`src/rtl/ifm_wgt_feeder_if.sv`:
```
// ifm_wgt_feeder_if: bundles the core request/response strobes and the buffer SRAM
// port of the feeder.
//   master : core + SRAM side (drives requests and mem_rdata, observes feeder outputs)
//   slave  : the feeder itself
// Signals: start_conv, ifm_read, wgt_read (requests); ifm/ifm_valid, wgt/wgt_valid,
// done, err (to core); mem_rd_en, mem_addr (to SRAM); mem_rdata (from SRAM).
interface ifm_wgt_feeder_if #(
    parameter int unsigned IFM_DATA_WIDTH = 8,
    parameter int unsigned WGT_WIDTH      = 72,
    parameter int unsigned ADDR_WIDTH     = 16
);
    logic                      start_conv;
    logic                      ifm_read;
    logic                      wgt_read;
    logic [IFM_DATA_WIDTH-1:0] ifm;
    logic                      ifm_valid;
    logic [WGT_WIDTH-1:0]      wgt;
    logic                      wgt_valid;
    logic                      mem_rd_en;
    logic [ADDR_WIDTH-1:0]     mem_addr;
    logic [IFM_DATA_WIDTH-1:0] mem_rdata;
    logic                      done;
    logic                      err;

    modport master (
        output start_conv, ifm_read, wgt_read, mem_rdata,
        input  ifm, ifm_valid, wgt, wgt_valid, mem_rd_en, mem_addr, done, err
    );

    modport slave (
        input  start_conv, ifm_read, wgt_read, mem_rdata,
        output ifm, ifm_valid, wgt, wgt_valid, mem_rd_en, mem_addr, done, err
    );
endinterface

```
`src/rtl/ifm_wgt_feeder.sv`:
```
// ifm_wgt_feeder: memory-side feeder for the 3x3 PE-array convolution core.
// Streams input-feature-map pixels (raster order, channel by channel) and per-channel
// packed kernels out of a byte-wide synchronous-read SRAM.
// Ports:
//   clk1 - clock
//   rst  - asynchronous active-high reset
//   bus  - ifm_wgt_feeder_if.slave: core requests/responses and SRAM read port
module ifm_wgt_feeder #(
    parameter int unsigned IFM_DATA_WIDTH = 8,
    parameter int unsigned WEIGHT_WIDTH   = 8,
    parameter int unsigned KERNEL_SIZE    = 3,
    parameter int unsigned IFM_WIDTH      = 64,
    parameter int unsigned IFM_HEIGHT     = 64,
    parameter int unsigned NUM_CHANNEL    = 3,
    parameter int unsigned ADDR_WIDTH     = 16,
    parameter int unsigned IFM_BASE       = 0,
    parameter int unsigned WGT_BASE       = 12288
) (
    input logic             clk1,
    input logic             rst,
    ifm_wgt_feeder_if.slave bus
);
    localparam int unsigned KK       = KERNEL_SIZE * KERNEL_SIZE;
    localparam int unsigned NPIX     = IFM_WIDTH * IFM_HEIGHT;
    localparam int unsigned WGT_BITS = KK * WEIGHT_WIDTH;
    localparam int unsigned KW       = $clog2(KK + 1);
    localparam int unsigned CW       = $clog2(NUM_CHANNEL + 1);
    localparam int unsigned PW       = $clog2(NPIX + 1);

    typedef enum logic [1:0] {StIdle, StReady, StWload, StWfin} state_e;

    // Kernel byte k (row-major) lands in the transposed, MSB-first byte lane.
    function automatic int unsigned lane_of(input int unsigned k);
        return KK - 1 - ((k % KERNEL_SIZE) * KERNEL_SIZE + k / KERNEL_SIZE);
    endfunction

    state_e                    state_q;
    logic [PW-1:0]             pix_cnt_q;
    logic [CW-1:0]             ch_cnt_q;
    logic [ADDR_WIDTH-1:0]     pix_off_q;
    logic [CW-1:0]             wgt_ch_q;
    logic [ADDR_WIDTH-1:0]     wgt_off_q;
    logic [KW-1:0]             k_cnt_q;
    logic                      cap_q;
    logic [KW-1:0]             cap_k_q;
    logic [WGT_BITS-1:0]       wbuf_q, wbuf_d;
    logic                      pix_pend_q, last_pend_q, fin_q;
    logic [ADDR_WIDTH-1:0]     addr_q, addr_d;
    logic [IFM_DATA_WIDTH-1:0] ifm_q;
    logic [WGT_BITS-1:0]       wgt_q;
    logic                      ifm_valid_q, wgt_valid_q, done_q, err_q;
    logic                      req_any, pix_fetch, pix_last, rd_en;

    assign req_any   = bus.ifm_read | bus.wgt_read;
    // A simultaneous wgt_read steals the cycle, so the pixel is never fetched.
    assign pix_fetch = (state_q == StReady) && !fin_q && bus.ifm_read && !bus.wgt_read;
    assign pix_last  = (pix_cnt_q == PW'(NPIX - 1)) && (ch_cnt_q == CW'(NUM_CHANNEL - 1));
    assign rd_en     = pix_fetch || (state_q == StWload);

    always_comb begin
        addr_d = addr_q;
        if (pix_fetch) begin
            addr_d = ADDR_WIDTH'(IFM_BASE) + pix_off_q;
        end else if (state_q == StWload) begin
            addr_d = ADDR_WIDTH'(WGT_BASE) + wgt_off_q + ADDR_WIDTH'(k_cnt_q);
        end
    end

    // Merge the byte returned this cycle (read issued last cycle) into the kernel buffer.
    always_comb begin
        wbuf_d = wbuf_q;
        for (int unsigned k = 0; k < KK; k++) begin
            if (cap_q && cap_k_q == KW'(k)) begin
                wbuf_d[WEIGHT_WIDTH * lane_of(k) +: WEIGHT_WIDTH] = bus.mem_rdata;
            end
        end
    end

    always_ff @(posedge clk1 or posedge rst) begin
        if (rst) begin
            state_q     <= StIdle;
            pix_cnt_q   <= '0;
            ch_cnt_q    <= '0;
            pix_off_q   <= '0;
            wgt_ch_q    <= '0;
            wgt_off_q   <= '0;
            k_cnt_q     <= '0;
            cap_q       <= 1'b0;
            cap_k_q     <= '0;
            wbuf_q      <= '0;
            pix_pend_q  <= 1'b0;
            last_pend_q <= 1'b0;
            fin_q       <= 1'b0;
            addr_q      <= '0;
            ifm_q       <= '0;
            wgt_q       <= '0;
            ifm_valid_q <= 1'b0;
            wgt_valid_q <= 1'b0;
            done_q      <= 1'b0;
            err_q       <= 1'b0;
        end else begin
            addr_q      <= addr_d;
            wbuf_q      <= wbuf_d;
            cap_q       <= 1'b0;
            wgt_valid_q <= 1'b0;
            pix_pend_q  <= pix_fetch;
            last_pend_q <= pix_fetch && pix_last;
            ifm_valid_q <= pix_pend_q;
            done_q      <= last_pend_q;
            if (pix_pend_q) begin
                ifm_q <= bus.mem_rdata;
            end
            unique case (state_q)
                StIdle: begin
                    if (req_any) err_q <= 1'b1;
                    if (bus.start_conv) begin
                        pix_cnt_q <= '0;
                        ch_cnt_q  <= '0;
                        pix_off_q <= '0;
                        wgt_ch_q  <= '0;
                        wgt_off_q <= '0;
                        k_cnt_q   <= '0;
                        fin_q     <= 1'b0;
                        err_q     <= 1'b0;
                        state_q   <= StReady;
                    end
                end
                StReady: begin
                    if (fin_q) begin
                        // Last pixel is in flight; leave once it is delivered.
                        if (req_any) err_q <= 1'b1;
                        if (last_pend_q) state_q <= StIdle;
                    end else if (bus.wgt_read) begin
                        if (bus.ifm_read) err_q <= 1'b1;
                        if (wgt_ch_q == CW'(NUM_CHANNEL)) begin
                            err_q <= 1'b1;
                        end else begin
                            k_cnt_q <= '0;
                            state_q <= StWload;
                        end
                    end else if (bus.ifm_read) begin
                        pix_off_q <= pix_off_q + ADDR_WIDTH'(1);
                        if (pix_cnt_q == PW'(NPIX - 1)) begin
                            pix_cnt_q <= '0;
                            ch_cnt_q  <= ch_cnt_q + CW'(1);
                        end else begin
                            pix_cnt_q <= pix_cnt_q + PW'(1);
                        end
                        if (pix_last) fin_q <= 1'b1;
                    end
                end
                StWload: begin
                    if (req_any) err_q <= 1'b1;
                    cap_q   <= 1'b1;
                    cap_k_q <= k_cnt_q;
                    if (k_cnt_q == KW'(KK - 1)) begin
                        state_q <= StWfin;
                    end else begin
                        k_cnt_q <= k_cnt_q + KW'(1);
                    end
                end
                StWfin: begin
                    if (req_any) err_q <= 1'b1;
                    wgt_q       <= wbuf_d;
                    wgt_valid_q <= 1'b1;
                    wgt_off_q   <= wgt_off_q + ADDR_WIDTH'(KK);
                    wgt_ch_q    <= wgt_ch_q + CW'(1);
                    state_q     <= StReady;
                end
                default: state_q <= StIdle;
            endcase
        end
    end

    assign bus.ifm       = ifm_q;
    assign bus.ifm_valid = ifm_valid_q;
    assign bus.wgt       = wgt_q;
    assign bus.wgt_valid = wgt_valid_q;
    assign bus.mem_rd_en = rd_en;
    assign bus.mem_addr  = addr_d;
    assign bus.done      = done_q;
    assign bus.err       = err_q;
endmodule

```
`src/flat_wrapper.sv`:
```
// flat-port wrapper written by rule: the top's interface ports become plain ports
module ifm_wgt_feeder_flat 
#(
    parameter int unsigned IFM_DATA_WIDTH = 8,
    parameter int unsigned WEIGHT_WIDTH   = 8,
    parameter int unsigned KERNEL_SIZE    = 3,
    parameter int unsigned IFM_WIDTH      = 64,
    parameter int unsigned IFM_HEIGHT     = 64,
    parameter int unsigned NUM_CHANNEL    = 3,
    parameter int unsigned ADDR_WIDTH     = 16,
    parameter int unsigned IFM_BASE       = 0,
    parameter int unsigned WGT_BASE       = 12288
)
  (clk1, rst, bus_start_conv, bus_ifm_read, bus_wgt_read, bus_mem_rdata, bus_ifm, bus_ifm_valid, bus_wgt, bus_wgt_valid, bus_mem_rd_en, bus_mem_addr, bus_done, bus_err);
  ifm_wgt_feeder_if #(.IFM_DATA_WIDTH(IFM_DATA_WIDTH), .WGT_WIDTH(72), .ADDR_WIDTH(ADDR_WIDTH)) bus_i ();
  input logic clk1;
  input logic rst;
  input wire logic [$bits(bus_i.start_conv)-1:0] bus_start_conv;
  input wire logic [$bits(bus_i.ifm_read)-1:0] bus_ifm_read;
  input wire logic [$bits(bus_i.wgt_read)-1:0] bus_wgt_read;
  input wire logic [$bits(bus_i.mem_rdata)-1:0] bus_mem_rdata;
  output wire logic [$bits(bus_i.ifm)-1:0] bus_ifm;
  output wire logic [$bits(bus_i.ifm_valid)-1:0] bus_ifm_valid;
  output wire logic [$bits(bus_i.wgt)-1:0] bus_wgt;
  output wire logic [$bits(bus_i.wgt_valid)-1:0] bus_wgt_valid;
  output wire logic [$bits(bus_i.mem_rd_en)-1:0] bus_mem_rd_en;
  output wire logic [$bits(bus_i.mem_addr)-1:0] bus_mem_addr;
  output wire logic [$bits(bus_i.done)-1:0] bus_done;
  output wire logic [$bits(bus_i.err)-1:0] bus_err;
  assign bus_i.start_conv = bus_start_conv;
  assign bus_i.ifm_read = bus_ifm_read;
  assign bus_i.wgt_read = bus_wgt_read;
  assign bus_i.mem_rdata = bus_mem_rdata;
  assign bus_ifm = bus_i.ifm;
  assign bus_ifm_valid = bus_i.ifm_valid;
  assign bus_wgt = bus_i.wgt;
  assign bus_wgt_valid = bus_i.wgt_valid;
  assign bus_mem_rd_en = bus_i.mem_rd_en;
  assign bus_mem_addr = bus_i.mem_addr;
  assign bus_done = bus_i.done;
  assign bus_err = bus_i.err;
  ifm_wgt_feeder #(.IFM_DATA_WIDTH(IFM_DATA_WIDTH), .WEIGHT_WIDTH(WEIGHT_WIDTH), .KERNEL_SIZE(KERNEL_SIZE), .IFM_WIDTH(IFM_WIDTH), .IFM_HEIGHT(IFM_HEIGHT), .NUM_CHANNEL(NUM_CHANNEL), .ADDR_WIDTH(ADDR_WIDTH), .IFM_BASE(IFM_BASE), .WGT_BASE(WGT_BASE)) u_core (.clk1(clk1), .rst(rst), .bus(bus_i));
endmodule
```
`config.mk`:
```
export PLATFORM = sky130hd
export DESIGN_NAME = ifm_wgt_feeder_flat
export DESIGN_NICKNAME = d
export VERILOG_FILES = /design/src/rtl/ifm_wgt_feeder_if.sv /design/src/rtl/ifm_wgt_feeder.sv /design/src/flat_wrapper.sv
export SDC_FILE = /design/constraint.sdc
export NUM_CORES = 1
export LEC_CHECK = 0
export BUFFER_PORTS_ARGS = -buffer_cell sky130_fd_sc_hd__buf_2
export CAP_MARGIN = 30
export CORE_UTILIZATION = 40
export CTS_CLUSTER_SIZE = 28
export DETAILED_ROUTE_END_ITERATION = 8
export GPL_ROUTABILITY_DRIVEN = 0
export PLACE_DENSITY = 0.66
export SYNTH_ARGS = -nofsm -noshare
export SYNTH_HDL_FRONTEND = slang
export SYNTH_SLANG_ARGS = --single-unit
```
`constraint.sdc`:
```
create_clock -name clk1 -period 8.89 [get_ports clk1]
set_input_delay 0.4445 -clock clk1 [delete_from_list [all_inputs] [get_ports clk1]]
set_output_delay 0.4445 -clock clk1 [all_outputs]
set_load 0.01 [all_outputs]
```
==> qor.txt <==
Status - finished, final reports clean
Hold-fix buffers, CTS - 0
PortBufs - 113
Post-synthesis sequential area ratio - 57.63%
P_leak - 5.644 nW
Skew final - 0.01518 ns
DR vias/cell - 5.159
Final hold violations - 0
Final Total Pwr - 0.003581 W
Die X - 161.7 um
Starting Density - 40.64%
Slew Limit Fails - 0
Crit-path slowest cell - and4bb_2
Post-place setup slack - 5.420 ns
Reg2Reg Depth - 6
Maxcap violations - 0
Htree depth - 1
First-pass detailed-route iteration total - 5
Post-Synthesis Cell Area - 0.01020 mm2
Avg Cell Area, Syn - 12.66 um2
I/O pin count - 114
Setup TNS - 0 ns
Synth warn - 0
Largest area contributor in the netlist - dfrtp_1
Critical path capture point type - primary output
Critical path class - reg2out
Worst r2r dst - u_core.addr_q[13]$_DFF_PP0_
Final WS setup - 4.814 ns
Die H - 161.7 um
Worst min-delay path class - in2async
Crit-path cells - inv_1, ha_1, and4bb_2, nand2b_1, nor2_1, a221o_1, buf_2
Post-DP HPWL - 14180 um
Ant diodes - 0
Post-DR wirelength/cell - 17.43 um
Vias in the first global route - 6397
Final Cycle Share - 45.85%
Power Dens Cells - 299.0 mW/mm2
Max Buffers Root-to-Sink - 3
DRC Markers - 0
RSZ-0062 raised after global routing - no
Final nets - 941
Worst Path Arrival - 3.63 ns
Clock Latency Late Sink - 0.54 ns
# fillers - 2317
Vias after detailed routing - 6490
Syn-to-layout area delta - 17.35%
Data required, critical path - 8.45 ns
Flops & latches, synth - 235
Largest net degree at the start of global routing - 118
Relative slew margins - 35.44%
Hold slack final - 0.05646 ns
Row Count - 58
GRT Util Overall - 16.88%
Inserted Clock Buffers - 27
Top cell type's share of synthesized area - 57.63%
Share of layout cells above drive strength 1 - 36.10%
Mapped Cells - 806
Max frequency - 0.2453 GHz
GR Overflow Total - 0
Worst Setup Start Kind - flip-flop
Die Footprint - 0.02616 mm2
Worst-path clk slew - 0.06 ns
Core Footprint - 0.02511 mm2
Post-CTS setup buffer count - 0
Post-cts sizing count - 0
Worst r2r src - u_core.state_q[1]$_DFFE_PP0P_
Final WL - 21930 um
VDD IR max - 0.1594 mV
Post-route ant nets - 0
Synth top area cells - dfrtp_1 58%, mux2_2 16%, o21ai_0 2.3%
CTS tree - done
Ys async rst share - 100.0%
Synthesized net count - 837
Worst-path maximum fanout - 37
Global-route wire length before repair - 35170 um
Final min period - 4.076 ns
Worst-margin pin slew - 0.9579 ns
Main synth FF type - dfrtp_1
Library cells used by synthesis - 55
Number of synthesized flops with an enable pin - 0
Root Buffer Master - clkbuf_16
Initial antenna violation count - 1
DR iter-0 viols - 360
Clock sink count - 235
Final setup fails - 0
Crit-path max cell delay - 0.82 ns
Flop2flop setup slack - 5.81 ns
==> worst max-delay path, delay by kind of cell, from the launching register on <==
family,cells,cell delay (ns)
and+or+nand+nor,3,1.36
buffers and inverters,2,0.29
DFF,1,0.44
adders and majority gates,1,0.65
AOI/OAI and AO/OA,1,0.32
==> worst max path at each step <==
stage                                       start                    endpoint  slack, ns  depth (start not counted)
floorplan                                     rst  u_core.addr_q[0]$_DFF_PP0_       2.00                          1
global placement    u_core.state_q[1]$_DFFE_PP0P_            bus_mem_addr[13]       5.52                          7
detailed placement  u_core.state_q[1]$_DFFE_PP0P_            bus_mem_addr[13]       5.42                          7
CTS                 u_core.state_q[1]$_DFFE_PP0P_            bus_mem_addr[13]       4.82                          7
global route        u_core.state_q[1]$_DFFE_PP0P_            bus_mem_addr[13]       4.66                          7
finish              u_core.state_q[1]$_DFFE_PP0P_            bus_mem_addr[13]       4.81                          7
==> kinds of logic (layout without fill, tap and decap cells) <==
logic type,count (synthesis),in the layout,synth area share (%)
flops,235,235,57.63
simple gates,187,187,9.613
mux,164,164,18.34
compound gates,115,115,7.234
buf+inv,56,178,2.244
xor+xnor,31,31,2.661
fa+ha+maj,18,18,2.280
==> cell usage in the layout (no fill, tap or decap), types with 3 or more instances in the layout <==
cell and instances:
a21boi_0 3, a21o_1 5, a21oi_1 20, a22o_1 7
a31oi_1 8, and3_1 6, buf_2 113, buf_4 5
clkbuf_1 5, clkbuf_16 27, clkbuf_8 8, clkinv_2 3
dfrtp_1 235, ha_1 16, inv_1 12, mux2_2 149
mux2_4 8, mux2i_1 6, nand2_1 50, nand2b_1 7
nand3_1 29, nand4_1 9, nor2_1 37, nor2b_1 5
nor3_1 9, nor3b_1 9, nor3b_2 3, nor4_1 4
o21ai_0 46, o31ai_1 9, o41ai_1 4, or3_1 4
xnor2_1 10, xor2_1 21
==> layout make-up <==
type                       count  area, um2  area share, %
inverter                      13      56.30         0.4702
multi-input combinational    515       4115          34.36
clock buffer                  40      804.5          6.718
clock inverter                 7      102.6         0.8568
tap                          330      412.9          3.448
timing repair buffer         118      603.1          5.036
sequential                   235       5881          49.11
==> metrics by stage <==
stage               util [%]  std cells  area (um2)
floorplan                  -        806       10200
global placement       44.08       1211       11070
detailed placement     44.08       1211       11070
CTS                    47.69       1258       11980
global route           47.69       1258       11980
finish                 47.69       1258       11980
==> synth_stat cells (all sizes together), types with 3 or more instances <==
library cell	number
a21boi	3
a21o	5
a21oi	20
a22o	7
a31oi	8
and3	6
buf	10
clkbuf	33
dfrtp	235
ha	17
inv	13
mux2	157
mux2i	7
nand2	50
nand2b	7
nand3	29
nand3b	4
nand4	9
nor2	38
nor2b	5
nor3	9
nor3b	12
nor4	4
o21ai	48
o31ai	9
o41ai	5
or3	4
xnor2	10
xor2	21
==> metal layers <==
layer	wire [um]	GRT usage (%)	vias to the layer above
met3	801	2.273	29
met5	0	0	-
met4	363	4.202	0
met2	10440	27.51	121
li1	-	-	3065
met1	10320	23.85	3275
==> sequential cells by signal (all words and copies together), names as in the netlist, 2 cells and up <==
signal	cells
u_core.k_cnt_q	4
u_core.wbuf_q	72
u_core.wgt_off_q	16
u_core.pix_off_q	16
u_core.bus.wgt	72
u_core.state_q	2
u_core.wgt_ch_q	2
u_core.bus.ifm	8
u_core.ch_cnt_q	2
u_core.pix_cnt_q	13
u_core.addr_q	16
u_core.cap_k_q	4
==> power breakdown <==
| part | internal (W) | switching, W |
|---|---|---|
| logic | 0.000460 | 0.000546 |
| registers | 0.00132 | 0.000132 |
| clock network | 0.000682 | 0.000439 |
| total | 0.00246 | 0.00112 |
(Power assumes the default switching activity.)
